`src/rtl/conv_accum_out.sv`:
```
// Purpose : 3x3 convolution output stage. Accumulates TAPS signed pixel*weight products on top of a
//           per-window bias, then applies shift, optional ReLU and saturation to OUT_W bits.
// Latency : result presented (out_valid) one cycle after the last tap of a window is accepted.
// Backpr. : in_ready drops while a result is pending; the result is held until out_valid & out_ready.
// Ports   : clk/rst (sync, active-high) | clr aborts the current window (ignored while a result is pending)
//           in_valid/in_ready/pixel/weight/bias/relu_en : tap input, bias and relu_en sampled on first tap
//           out_valid/out_ready/out_data/out_sat : result output | busy : window in progress or result pending
module conv_accum_out #(
  parameter int DATA_W = 8,
  parameter int ACC_W  = 20,
  parameter int TAPS   = 9,
  parameter int SHIFT  = 0,
  parameter int OUT_W  = 8
) (
  input  logic                     clk,
  input  logic                     rst,
  input  logic                     clr,
  input  logic                     in_valid,
  output logic                     in_ready,
  input  logic signed [DATA_W-1:0] pixel,
  input  logic signed [DATA_W-1:0] weight,
  input  logic signed [ACC_W-1:0]  bias,
  input  logic                     relu_en,
  output logic                     out_valid,
  input  logic                     out_ready,
  output logic signed [OUT_W-1:0]  out_data,
  output logic                     out_sat,
  output logic                     busy
);

  localparam int CNT_W = (TAPS > 1) ? $clog2(TAPS) : 1;
  localparam logic [CNT_W-1:0] CNT_LAST = CNT_W'(TAPS - 1);
  // Signed OUT_W range expressed at accumulator width for the clamp compare.
  localparam logic signed [ACC_W-1:0] OUT_MAX = {{(ACC_W-OUT_W+1){1'b0}}, {(OUT_W-1){1'b1}}};
  localparam logic signed [ACC_W-1:0] OUT_MIN = {{(ACC_W-OUT_W+1){1'b1}}, {(OUT_W-1){1'b0}}};

  typedef enum logic {
    ST_ACCUM  = 1'b0,
    ST_OUTPUT = 1'b1
  } state_t;

  state_t                    state_q, state_d;
  logic [CNT_W-1:0]          cnt_q, cnt_d;
  logic signed [ACC_W-1:0]   acc_q, acc_d;
  logic                      relu_q, relu_d;
  logic signed [OUT_W-1:0]   out_data_q, out_data_d;
  logic                      out_sat_q, out_sat_d;

  logic signed [2*DATA_W-1:0] px_ext, wt_ext, prod;
  logic signed [ACC_W-1:0]    prod_ext, acc_base, acc_sum, shifted, rect;
  logic                       relu_sel, first_tap;
  logic signed [OUT_W-1:0]    res_data;
  logic                       res_sat;

  assign first_tap = (cnt_q == '0);

  // Datapath: product, running sum and the finished-result formatting. The
  // result is computed from the sum being loaded on the last tap so it can be
  // registered at the same edge as the state change.
  always_comb begin
    px_ext   = {{DATA_W{pixel[DATA_W-1]}}, pixel};
    wt_ext   = {{DATA_W{weight[DATA_W-1]}}, weight};
    prod     = px_ext * wt_ext;
    prod_ext = {{(ACC_W-2*DATA_W){prod[2*DATA_W-1]}}, prod};
    acc_base = first_tap ? bias : acc_q;
    acc_sum  = acc_base + prod_ext;          // wraps modulo 2^ACC_W
    shifted  = acc_sum >>> SHIFT;
    // A one-tap window has its first and last tap on the same edge.
    relu_sel = first_tap ? relu_en : relu_q;
    rect     = (relu_sel && shifted[ACC_W-1]) ? '0 : shifted;
    res_data = rect[OUT_W-1:0];
    res_sat  = 1'b0;
    if (rect > OUT_MAX) begin
      res_data = OUT_MAX[OUT_W-1:0];
      res_sat  = 1'b1;
    end else if (rect < OUT_MIN) begin
      res_data = OUT_MIN[OUT_W-1:0];
      res_sat  = 1'b1;
    end
  end

  always_comb begin
    state_d    = state_q;
    cnt_d      = cnt_q;
    acc_d      = acc_q;
    relu_d     = relu_q;
    out_data_d = out_data_q;
    out_sat_d  = out_sat_q;
    case (state_q)
      ST_ACCUM: begin
        if (clr) begin
          cnt_d = '0;                        // any tap in this cycle is dropped
        end else if (in_valid) begin
          acc_d = acc_sum;
          if (first_tap) relu_d = relu_en;
          if (cnt_q == CNT_LAST) begin
            cnt_d      = '0;
            state_d    = ST_OUTPUT;
            out_data_d = res_data;
            out_sat_d  = res_sat;
          end else begin
            cnt_d = cnt_q + CNT_W'(1);
          end
        end
      end
      ST_OUTPUT: begin
        // clr is deliberately ignored here so a finished result is never lost.
        if (out_ready) state_d = ST_ACCUM;
      end
      default: state_d = ST_ACCUM;
    endcase
  end

  always_ff @(posedge clk) begin
    if (rst) begin
      state_q    <= ST_ACCUM;
      cnt_q      <= '0;
      acc_q      <= '0;
      relu_q     <= 1'b0;
      out_data_q <= '0;
      out_sat_q  <= 1'b0;
    end else begin
      state_q    <= state_d;
      cnt_q      <= cnt_d;
      acc_q      <= acc_d;
      relu_q     <= relu_d;
      out_data_q <= out_data_d;
      out_sat_q  <= out_sat_d;
    end
  end

  // All outputs come straight from registered state.
  assign in_ready  = (state_q == ST_ACCUM);
  assign out_valid = (state_q == ST_OUTPUT);
  assign out_data  = out_data_q;
  assign out_sat   = out_sat_q;
  assign busy      = (cnt_q != '0) || (state_q == ST_OUTPUT);

endmodule

```
`config.mk`:
```
export PLATFORM = sky130hd
export DESIGN_NAME = conv_accum_out
export DESIGN_NICKNAME = d
export VERILOG_FILES = /design/src/rtl/conv_accum_out.sv
export SDC_FILE = /design/constraint.sdc
export NUM_CORES = 1
export LEC_CHECK = 0
export ABC_AREA = 1
export BUFFER_PORTS_ARGS = -buffer_cell sky130_fd_sc_hd__buf_4
export CORE_ASPECT_RATIO = 1.2
export CORE_MARGIN = 5
export CORE_UTILIZATION = 55
export DETAILED_ROUTE_END_ITERATION = 16
export HOLD_SLACK_MARGIN = 0.05
export PLACE_DENSITY = 0.75
export SYNTH_ARGS = -nofsm -noshare
export SYNTH_HDL_FRONTEND = slang
export SYNTH_SLANG_ARGS = --single-unit
```
`constraint.sdc`:
```
create_clock -name clk -period 16.1 [get_ports clk]
set_clock_uncertainty 0.1 [all_clocks]
set_input_delay 0.805 -clock clk [delete_from_list [all_inputs] [get_ports clk]]
set_output_delay 0.805 -clock clk [all_outputs]
set_load 0.01 [all_outputs]
```
**Yosys cells after proc, flatten, opt, wreduce, memory -nomap -nowiden**

Index checks and enable logic that the tools add are counted.
Widths: inputs -> output; s select.

- Bitwise operators: 2
- Equal/unequal tests: 1
- Multiplexer cells: 15
- $lt $le $gt $ge: 2
- $add $sub $neg: 2
- Reductions and logical operators: 8
- $mul: 1

Operators with widths:

| operator | count |
|---|---|
| $mux 20 | 2 |
| $add 20x16->20 | 1 |
| $gt 20x8->1 const B | 1 |
| $lt 20x8->1 const B | 1 |
| $mul 8x8->16 | 1 |
| $mux 8 | 2 |
| $mux 4 | 3 |
| $mux 1 | 7 |
| $add 4x1->4 const B | 1 |
| $eq 4x4->1 const B | 1 |
| $logic_not 4->1 | 1 |
| $reduce_and 4->1 | 1 |
| $reduce_bool 4->1 | 1 |
| $reduce_and 3->1 | 1 |
| $not 1->1 | 2 |
| $pmux 1 s2 | 1 |
| $reduce_and 2->1 | 1 |
| $reduce_bool 2->1 | 1 |
| $logic_and 1x1->1 | 1 |
| $logic_or 1x1->1 | 1 |

- Output and inout bits: 12
- Bits of input ports: 42
- Register bits: 35

**Longest topological paths before layout**

- Word-level depth: 8
- Mapped depth: 34
- Gate-level depth less buffers: 32

**Worst setup path after synthesis**

OpenSTA, ideal clock, no wires.

- Path kind: input to register
- Start point: in weight[0]
- End point: reg out_data_q[0] (netlist: out_data[0])
- Stages: 24
- Path slack: 10136 ps
- Data arrival time: 5794 ps
- Buffers on the path: 2
- Setup time: 70 ps
- Required time: 15930 ps
- Cells stage by stage: clkbuf_1 > nand2_1 > fa_1 > inv_1 > fa_1 > fa_1 > fa_1 > fa_1 > ha_1 > nand2_2 > nor2_2 > nand2_1 > nand2_2 > nand2_2 > nand2_2 > nand3_2 > nand3_2 > buf_6 > nand3_2 > nor3_2 > nand2_1 > nand2_4 > nand2_1 > a21oi_1

- Cells in the longest elaborated chain, start to end: 7

RTL lines:

| element | RTL line | RTL |
|---|---|---|
| from (decl) | 21 | `input logic signed [DATA_W-1:0] weight,` |
| $mul 8x8->16 (*) | 63 | `prod = px_ext * wt_ext;` |
| $add 20x16->20 (*) | 66 | `acc_sum = acc_base + prod_ext;` |
| $logic_and 1x1->1 | 70 | `rect = (relu_sel && shifted[ACC_W-1]) ? '0 : shifted;` |
| $mux 20 (*) | 70 |  |
| $lt 20x8->1 | 76 | `end else if (rect < OUT_MIN) begin` |
| $mux 8 | 76 |  |
| $mux 8 (*) | 73 | `if (rect > OUT_MAX) begin` |
| to (signal assigned) | 127 | `out_data_q <= out_data_d;` |
| to (decl) | 46 | `logic signed [OUT_W-1:0] out_data_q, out_data_d;` |

Mark *: on every way between the ends. The rest lies on a longest branch, timed or not.
A chain may end at the register's enable or synchronous reset.

**Worst setup path in the final report**

- Start point: reg cnt_q[0]
- End point: reg out_data_q[6] (netlist: out_data[6])

- Cells in the longest elaborated chain, start to end: 8

RTL lines:

| element | RTL line | RTL |
|---|---|---|
| from (decl) | 43 | `logic [CNT_W-1:0] cnt_q, cnt_d;` |
| from (signal assigned) | 124 | `cnt_q <= cnt_d;` |
| $logic_not 4->1 | 55 | `assign first_tap = (cnt_q == '0);` |
| $mux 20 | 65 | `acc_base = first_tap ? bias : acc_q;` |
| $add 20x16->20 | 66 |  |
| $logic_and 1x1->1 | 70 |  |
| $mux 20 | 70 |  |
| $lt 20x8->1 | 76 |  |
| $mux 8 | 76 |  |
| $mux 8 | 73 |  |

Parallel ways exist; a longest one is shown, timed or not.

==> flow_summary.ini <==
[layout]
final_cell_mix = inv_1, nand2_1, fa_1
nets = 1019
syn_to_final_growth_pct = 10.5
layout_commonest_cell = inv_1
layout-drive-gt1-share_pct = 9.74
fill_cells = 988
antennaDiodeCount = 0

[synthesis]
seq_area_frac_synth_pct = 12.0
synth-edff-count = 0
avgSynthCellArea_um2 = 7.20
async_reset_ff_share_pct = 0
ys_warn_count = 0
synth-seq-cells = 35
syn_area_um2 = 5820
netlist.area_leader.share_pct = 30.3
yosys.area.top_type = fa_1
synthCells = 808
syn-num-nets = 986
synth.distinct_cells = 32
synthTopCellsByArea = fa_1, inv_1, nand2_1, dfxtp_1, ha_1
synth_flop_cell = dfxtp_1

[global_route]
grt_overflow = 0
antenna_found_initial = 0
grt_pass1_vias = 5143
grt_usage_pct = 22.0
grt_pass1_wl_um = 23200
grt_start_max_net_pins = 31

[routing]
routed_wirelength_um = 13500
route.detailed.drc = 0
wire_per_inst_um = 13.9
vias = 4886
viasPerCell = 5.03
drtIter0Drc = 204
dr.pass1.iters = 5
antenna_left = 0

[placed_design]
dp_hpwl_um = 11700
routabilityCongestion = 0.942
io_buffers = 53

[run]
max_cap_viol_count = 0

[sta]
rsz0062_at_grt = no
finalSetupTns_ps = 0
max_slew_margin_pct = 30.4
final_max_slew_viol_count = 0
max_freq_ghz = 0.159
setup_viol = 0
hold_slack_ps = 371
min_period_ps = 6290
hold_violations = 0
worst_pin_slew_ps = 1040
fin_crit_sh_pct = 39.1

[cts]
clockRootBuffer = clkbuf_16
numCtsBuffers = 5
cts-resized-gates = 0
clk_latency_ps = 280
cts_buffer_depth = 2
post-cts-setup-buffers = 0
cts_tree = built
htree_levels = 2
cts.sinks = 35
cts_hold_buf = 0
path_clk_slew_ps = 60

[die]
ioPinCount = 54
initial_core_util_pct = 55.9
design.core.area_um2 = 10400
fp.dieW_um = 104
die_h_um = 123
rows = 41
die_area_um2 = 12700

[critical_path]
path_max_fanout = 30
critPathKind = flop to flop
required_ps = 16200
endpoint_kind = flop
startpoint_type = flop
arrival_ps = 6400

[status]
status = finished clean

[hold_path]
worst_hold_path_type = flop to flop
[metal layers]
| metal | up-vias | share of wire, % | track usage, % |
|---|---|---|---|
| li1 | 2446 | - | - |
| met4 | 0 | 1.9 | 6.40 |
| met1 | 2326 | 41 | 26.4 |
| met3 | 22 | 3.4 | 2.95 |
| met5 | - | 0 | 0 |
| met2 | 92 | 53 | 41.3 |
[through the flow]
stage          cell area, um^2  cells  util [%]  setup WS (ps)
6_report                  6430    971      61.7           9810
3_5_place_dp              6260    963      60.1           9720
4_1_cts                   6430    971      61.7           9800
2_1_floorplan             5820    808         -          10140
3_3_place_gp              6260    963      60.1           9860
5_1_grt                   6430    971      61.7           9330
[registers in the layout (all words and copies together), names as in the netlist]
register,count
cnt_q,4
relu_q,1
out_valid,1
acc_q,20
out_data,8
out_sat,1
[critical path, cell delays in order (launching register included)]
cell and delay (ps):
dfxtp_1 340, inv_1 80, ha_1 250, nand2_2 460
o21ai_0 480, fa_1 520, fa_1 490, fa_1 490
inv_1 60, fa_1 480, ha_1 310, ha_1 380
a21oi_1 280, nand2_1 110, nand2_1 70, nand2_1 70
a21oi_1 170, nand3_1 110, nand3_2 220, nand2_1 80
nor2_1 90, nand2_1 50, nor2_1 110, nand2_1 100
nand2_4 110, nand2_1 60, a21oi_1 140
[area by class of cell]
type                       count  area (um^2)  area share (%)
clock inverter                 3         43.8           0.681
tap                          129          161            2.51
inverter                     206          773            12.0
multi-input combinational    540         4230            65.8
timing repair buffer          53          398            6.19
clock buffer                   5          125            1.95
sequential                    35          701            10.9
[cell families after synthesis]
family	Yosys count	share of synthesized area (%)
simple gates	309	22.1
buf+inv	233	15.3
fa+ha+maj	136	40.6
compound gates	75	6.71
flops	35	12.0
xor+xnor	10	1.51
mux	10	1.72
[final timing paths]
check / slack [ps] / from / cells past startpoint / endpoint
min reg2reg: 370 / out_data[7]$_SDFFE_PP0P_ / 2 / out_data[7]$_SDFFE_PP0P_
max reg2reg: 9810 / cnt_q[0]$_SDFFE_PP0P_ / 26 / out_data[6]$_SDFFE_PP0P_
max: 9810 / cnt_q[0]$_SDFFE_PP0P_ / 26 / out_data[6]$_SDFFE_PP0P_
min: 370 / out_data[7]$_SDFFE_PP0P_ / 2 / out_data[7]$_SDFFE_PP0P_
[Yosys cell counts, types with 8 or more instances]
cell / count
nor2_1: 57
clkbuf_1: 24
o21ai_0: 38
dfxtp_1: 35
mux2i_1: 10
xor2_1: 8
nand3_1: 34
a21oi_1: 31
inv_1: 204
fa_1: 88
nand2_1: 193
ha_1: 48
nand2_2: 8
Power is not shown: default switching activity piles up to over one toggle a cycle in this logic, so the estimate is an artifact.
